<file path="config.mk">
export PLATFORM = sky130hd
export DESIGN_NAME = microbio2
export DESIGN_NICKNAME = d
export VERILOG_FILES = /design/src/rtl/microbio2_pkg.sv /design/src/rtl/microbio2_timer.sv /design/src/rtl/microbio2.sv
export SDC_FILE = /design/constraint.sdc
export NUM_CORES = 1
export LEC_CHECK = 0
export BUFFER_PORTS_ARGS = -buffer_cell sky130_fd_sc_hd__buf_4
export CAP_MARGIN = 20
export CORE_MARGIN = 1.5
export CORE_UTILIZATION = 30
export DETAILED_ROUTE_END_ITERATION = 8
export PLACE_DENSITY_LB_ADDON = 0.25
export SYNTH_ARGS = -nofsm -noshare
export SYNTH_HDL_FRONTEND = slang
export SYNTH_HIERARCHICAL = 1
export SYNTH_SLANG_ARGS = --single-unit
export TNS_END_PERCENT = 100
</file>
<file path="constraint.sdc">
create_clock -name clk -period 6.15 [get_ports clk]
set_input_delay 0.9225 -clock clk [delete_from_list [all_inputs] [get_ports clk]]
set_output_delay 0.9225 -clock clk [all_outputs]
set_load 0.03 [all_outputs]
</file>
<file path="src/rtl/microbio2_pkg.sv">
// Shared opcodes, FSM state encoding and branch helper for the microbio2 core.
// The optional single-step feature is enabled with `define MICROBIO2_STEP_EN.
package microbio2_pkg;

    localparam logic [2:0] OP_WAIT = 3'b000;
    localparam logic [2:0] OP_HALT = 3'b001;
    localparam logic [2:0] OP_LEDS = 3'b010;
    localparam logic [2:0] OP_JP   = 3'b011;
    localparam logic [2:0] OP_LDC  = 3'b100;
    localparam logic [2:0] OP_DJNZ = 3'b101;
    localparam logic [2:0] OP_ADDL = 3'b110;
    localparam logic [2:0] OP_NOP  = 3'b111;

    typedef enum logic [2:0] {
        ST_INIT,
        ST_FETCH,
        ST_EXEC,
        ST_WAITING,
        ST_HALTED
    } state_t;

    // A taken branch reloads pc, so the next ROM word needs a fresh access cycle.
    function automatic logic branch_taken(input logic [2:0] co, input logic lc_next_nz);
        return (co == OP_JP) || ((co == OP_DJNZ) && lc_next_nz);
    endfunction

endpackage

</file>
<file path="src/rtl/microbio2_timer.sv">
// Wait-tick generator: one-cycle tick every WAIT_DELAY cycles counted from clr.
// Part of the microbio2 core (see microbio2.sv for MICROBIO2_STEP_EN).
module microbio2_timer #(
    parameter int WAIT_DELAY = 2400000
) (
    input  logic clk,
    input  logic rstn,
    input  logic clr,
    output logic tick
);

    localparam int CW = (WAIT_DELAY > 1) ? $clog2(WAIT_DELAY) : 1;
    localparam logic [CW-1:0] LAST = CW'(WAIT_DELAY - 1);

    logic [CW-1:0] cnt;

    // Wrapping at LAST rather than free-running keeps successive ticks exactly WAIT_DELAY apart.
    always_ff @(posedge clk) begin
        if (!rstn || clr) begin
            cnt <= '0;
        end else if (cnt == LAST) begin
            cnt <= '0;
        end else begin
            cnt <= cnt + 1'b1;
        end
    end

    assign tick = (cnt == LAST) && !clr;

endmodule

</file>
<file path="src/rtl/microbio2.sv">
// microbio2: ROM-fed mini processor driving a LED register, with WAIT, DJNZ, ADDL and resume.
// Define MICROBIO2_STEP_EN to add step_mode/step inputs for single-instruction stepping.
module microbio2
    import microbio2_pkg::*;
#(
    parameter int AW         = 6,
    parameter int LED_W      = 4,
    parameter int WAIT_DELAY = 2400000
) (
    input  logic             clk,
    input  logic             rstn,
    output logic [AW-1:0]    rom_addr,
    input  logic [AW+2:0]    rom_data,
    input  logic             resume,
`ifdef MICROBIO2_STEP_EN
    input  logic             step_mode,
    input  logic             step,
`endif
    output logic [LED_W-1:0] leds,
    output logic             stop
);

    localparam int IW = 3 + AW;

    state_t state;
    state_t state_nxt;

    logic [AW-1:0] pc;
    logic [IW-1:0] ir;
    logic [AW-1:0] lc;
    logic [AW-1:0] tick_cnt;

    logic [2:0]    co;
    logic [AW-1:0] dat;
    logic [AW-1:0] lc_dec;
    logic          lc_dec_nz;

    logic fetch_go;
    logic exec_en;
    logic timer_clr;
    logic tick;
    logic tick_adv;
    logic wait_done;
    logic step_ok;

    assign co        = ir[IW-1:AW];
    assign dat       = ir[AW-1:0];
    assign lc_dec    = lc - AW'(1);
    assign lc_dec_nz = (lc_dec != '0);
    assign rom_addr  = pc;

`ifdef MICROBIO2_STEP_EN
    logic step_armed;

    // A pulse arriving outside FETCH is remembered so exactly one instruction runs per pulse.
    always_ff @(posedge clk) begin
        if (!rstn || !step_mode) begin
            step_armed <= 1'b0;
        end else if (fetch_go) begin
            step_armed <= step && step_armed;
        end else if (step) begin
            step_armed <= 1'b1;
        end
    end

    assign step_ok = !step_mode || step || step_armed;
`else
    assign step_ok = 1'b1;
`endif

    microbio2_timer #(
        .WAIT_DELAY(WAIT_DELAY)
    ) u_timer (
        .clk  (clk),
        .rstn (rstn),
        .clr  (timer_clr),
        .tick (tick)
    );

    always_ff @(posedge clk) begin
        if (!rstn) begin
            state <= ST_INIT;
        end else begin
            state <= state_nxt;
        end
    end

    always_comb begin
        state_nxt = state;
        case (state)
            ST_INIT:    state_nxt = ST_FETCH;
            ST_FETCH:   if (fetch_go) state_nxt = ST_EXEC;
            ST_EXEC: begin
                if (co == OP_HALT) begin
                    state_nxt = ST_HALTED;
                end else if (branch_taken(co, lc_dec_nz)) begin
                    state_nxt = ST_INIT;
                end else if (timer_clr) begin
                    state_nxt = ST_WAITING;
                end else begin
                    state_nxt = ST_FETCH;
                end
            end
            ST_WAITING: if (wait_done) state_nxt = ST_FETCH;
            ST_HALTED:  if (resume) state_nxt = ST_FETCH;
            default:    state_nxt = ST_INIT;
        endcase
    end

    // WAIT 0 never enters WAITING, so it costs the same as a NOP.
    always_comb begin
        fetch_go  = (state == ST_FETCH) && step_ok;
        exec_en   = (state == ST_EXEC);
        timer_clr = exec_en && (co == OP_WAIT) && (dat != '0);
        tick_adv  = (state == ST_WAITING) && tick;
        wait_done = tick_adv && ((tick_cnt + AW'(1)) == dat);
        stop      = (state == ST_HALTED);
    end

    always_ff @(posedge clk) begin
        if (!rstn) begin
            pc <= '0;
            ir <= '0;
        end else if (fetch_go) begin
            ir <= rom_data;
            pc <= pc + AW'(1);
        end else if (exec_en && branch_taken(co, lc_dec_nz)) begin
            pc <= dat;
        end
    end

    always_ff @(posedge clk) begin
        if (!rstn) begin
            lc <= '0;
        end else if (exec_en && (co == OP_LDC)) begin
            lc <= dat;
        end else if (exec_en && (co == OP_DJNZ)) begin
            lc <= lc_dec;
        end
    end

    always_ff @(posedge clk) begin
        if (!rstn) begin
            leds <= '0;
        end else if (exec_en && (co == OP_LEDS)) begin
            leds <= dat[LED_W-1:0];
        end else if (exec_en && (co == OP_ADDL)) begin
            leds <= leds + dat[LED_W-1:0];
        end
    end

    always_ff @(posedge clk) begin
        if (!rstn || timer_clr) begin
            tick_cnt <= '0;
        end else if (tick_adv) begin
            tick_cnt <= tick_cnt + AW'(1);
        end
    end

endmodule

</file>
==> out/results.ini <==
[status]
outcome=finished, final reports clean

[drt]
vias=2591
totalWireLength_microns=6730
vias_per_cell=4.98
initialDrtViolationCount=78
drc=0
drt_pass1_iterations=4
wire_per_inst_microns=12.9
antenna_left=0

[grt]
antenna_found_initial=0
use_met2=0.242
met3_usage=0.0244
grt_overflow=0
grt_pass1_vias=2479
grt_util_met1=0.186
gr-usage-all-layers=0.142
grt_max_degree=25
grt_pass1_wl_microns=11900
grt-busiest-layer=met2

[cts]
cts_made_buffers=5
htree_num_levels=2
clk_path_buf_depth=2
cts_sinks=56
post_cts_buffers=0
hold_buffers=0
cts.clk_slew.worst_paths_ns=0.11
cts.repair.resized=0
cts_tree=done
insertion_delay_ns=0.32
cts-root-buf=clkbuf_8

[worst_setup_path]
cp_max_fo=7
critPathSlowestCell=or4_4
start_kind=register
cp.arrival_ns=2.87
crit_chain=ha_1 -> nand4_2 -> or4_4 -> nor3_1 -> nand3_1 -> a2111oi_0 -> a31oi_1 -> o21a_1
crit_path_max_incr_delay_ns=0.63
crit_family=simple AND/OR/NAND/NOR gates
critPathKind=reg2reg
path_buf_inv=0
required_ns=6.36
endpoint_kind=register

[timing]
worst-slew-pin-transition_ns=0.811
finalCritPeriodShare=0.432
period_needed_ns=2.66
setup_ws_ns=3.49
rsz0062_at_grt=false
max_freq_mhz=376
setup_viol=0
hold_viol=0
relSlewSlack=0.455
setup_tns_ns=0
fin_skew_ns=0.00969
final_max_slew_viol_count=0

[floorplanning]
die_area_sq_um=10600
rows=36
initial_utilization=0.307
ios=23
core_sq_um=9730
die_y_microns=103
die_width_microns=103

[synthesis]
synth_cells=368
postSynthAreaPerCell_sq_um=8.11
synth_cell_types=49
ys_warn_count=6
synth_flop_cell=dfxtp_1
synth_nets=389
synth-edff-count=0
ys_seq_area_frac=0.376
ys_ff_latch=56
async_flop_share=0
synth_area_sq_um=2990

[cells_and_area]
finalInstanceArea_sq_um=3370
nets=407
mostFrequentLayoutCell=dfxtp_1
diodes=0
final_cell_mix=dfxtp_1 (56), nand2_1 (45), nor2_1 (42)
drive_above_1_share=0.103
area_growth_pct=12.8

[placed_design]
placed_area_sq_um=3270
portBuffers=22
hpwl_microns=4890
gp_congestion=0.786
post-place-ws_ns=3.53

[pwr]
power.leakage_nw=1.17
irDropWorstVdd_uv=87.4
powerDensity_nw_per_um2=200
total_power_mw=0.673

[job]
maxCapViolations=0

[worst_hold_path]
worstHoldPathType=reg2reg

[area by class of cell]
cell class | instances | area [sq um]
Timing Repair Buffer | 23 | 173
Fill cell | 1066 | 6360
Sequential cell | 56 | 1120
Multi-Input combinational cell | 289 | 1770
Clock inverter | 3 | 27.5
Inverter | 11 | 41.3
Clock buffer | 5 | 68.8
Tap cell | 133 | 166
[metrics by stage]
stage	util	hold slack [ns]	cells
CTS	0.346	0.489	520
finish	0.346	0.478	520
floorplan	-	0.430	368
detailed placement	0.336	0.461	512
global placement	0.336	0.445	512
global route	0.346	0.511	520
[per-layer routing]
layer / vias up / part of all wire
met5: - / 0
met4: 0 / 0.0079
met3: 5 / 0.023
met2: 21 / 0.49
met1: 1225 / 0.48
li1: 1340 / -
[cells in the mapped netlist (3+ instances only)]
library cell	count	area (sq um)
clkbuf_1	10	37.5
a22oi_1	3	22.5
or3_1	9	56.3
inv_1	11	41.3
xnor2_1	19	166
nor2_1	42	158
a31oi_1	7	43.8
nor2b_1	3	18.8
nand3_1	13	65.1
mux2i_1	7	70.1
a211oi_1	4	30.0
nor3_1	10	50.1
nand4_1	11	68.8
nand2_1	45	169
ha_1	8	100
and3_1	6	37.5
and2_1	3	18.8
xor2_1	10	87.6
nor4_1	6	37.5
nand2b_1	4	25.0
dfxtp_1	56	1120
a21oi_1	25	125
o21ai_0	21	105
[logic make-up after synthesis]
family                   share of synthesized area
AO/OA/AOI/OAI                                0.145
XOR/XNOR                                    0.0851
adder cells (fa/ha/maj)                     0.0402
buffers and inverters                       0.0314
flip-flops                                   0.376
multiplexers                                0.0272
AND/OR/NAND/NOR                              0.295
[power breakdown]
part / switching (mW) / internal [mW]
combinational: 0.0376 / 0.0281
sequential: 0.0188 / 0.372
clock: 0.132 / 0.0840
[registers in the layout, indices dropped and copies added (netlist names)]
| name | flops |
|---|---|
| rom_addr | 6 |
| ir | 9 |
| tick_cnt | 6 |
| lc | 6 |
| u_timer/cnt | 22 |
| state | 3 |
| leds | 4 |
[worst paths after layout]
| kind | to | startpoint | slack, ns | depth (start not counted) |
|---|---|---|---|---|
| hold reg to reg | u_timer/cnt[0] | u_timer/cnt[0] | 0.48 | 1 |
| setup / recovery | state[1] | u_timer/cnt[0] | 3.49 | 8 |
| setup reg to reg | state[1] | u_timer/cnt[0] | 3.49 | 8 |
| hold / removal | u_timer/cnt[0] | u_timer/cnt[0] | 0.48 | 1 |
(Power assumes the default switching activity.)
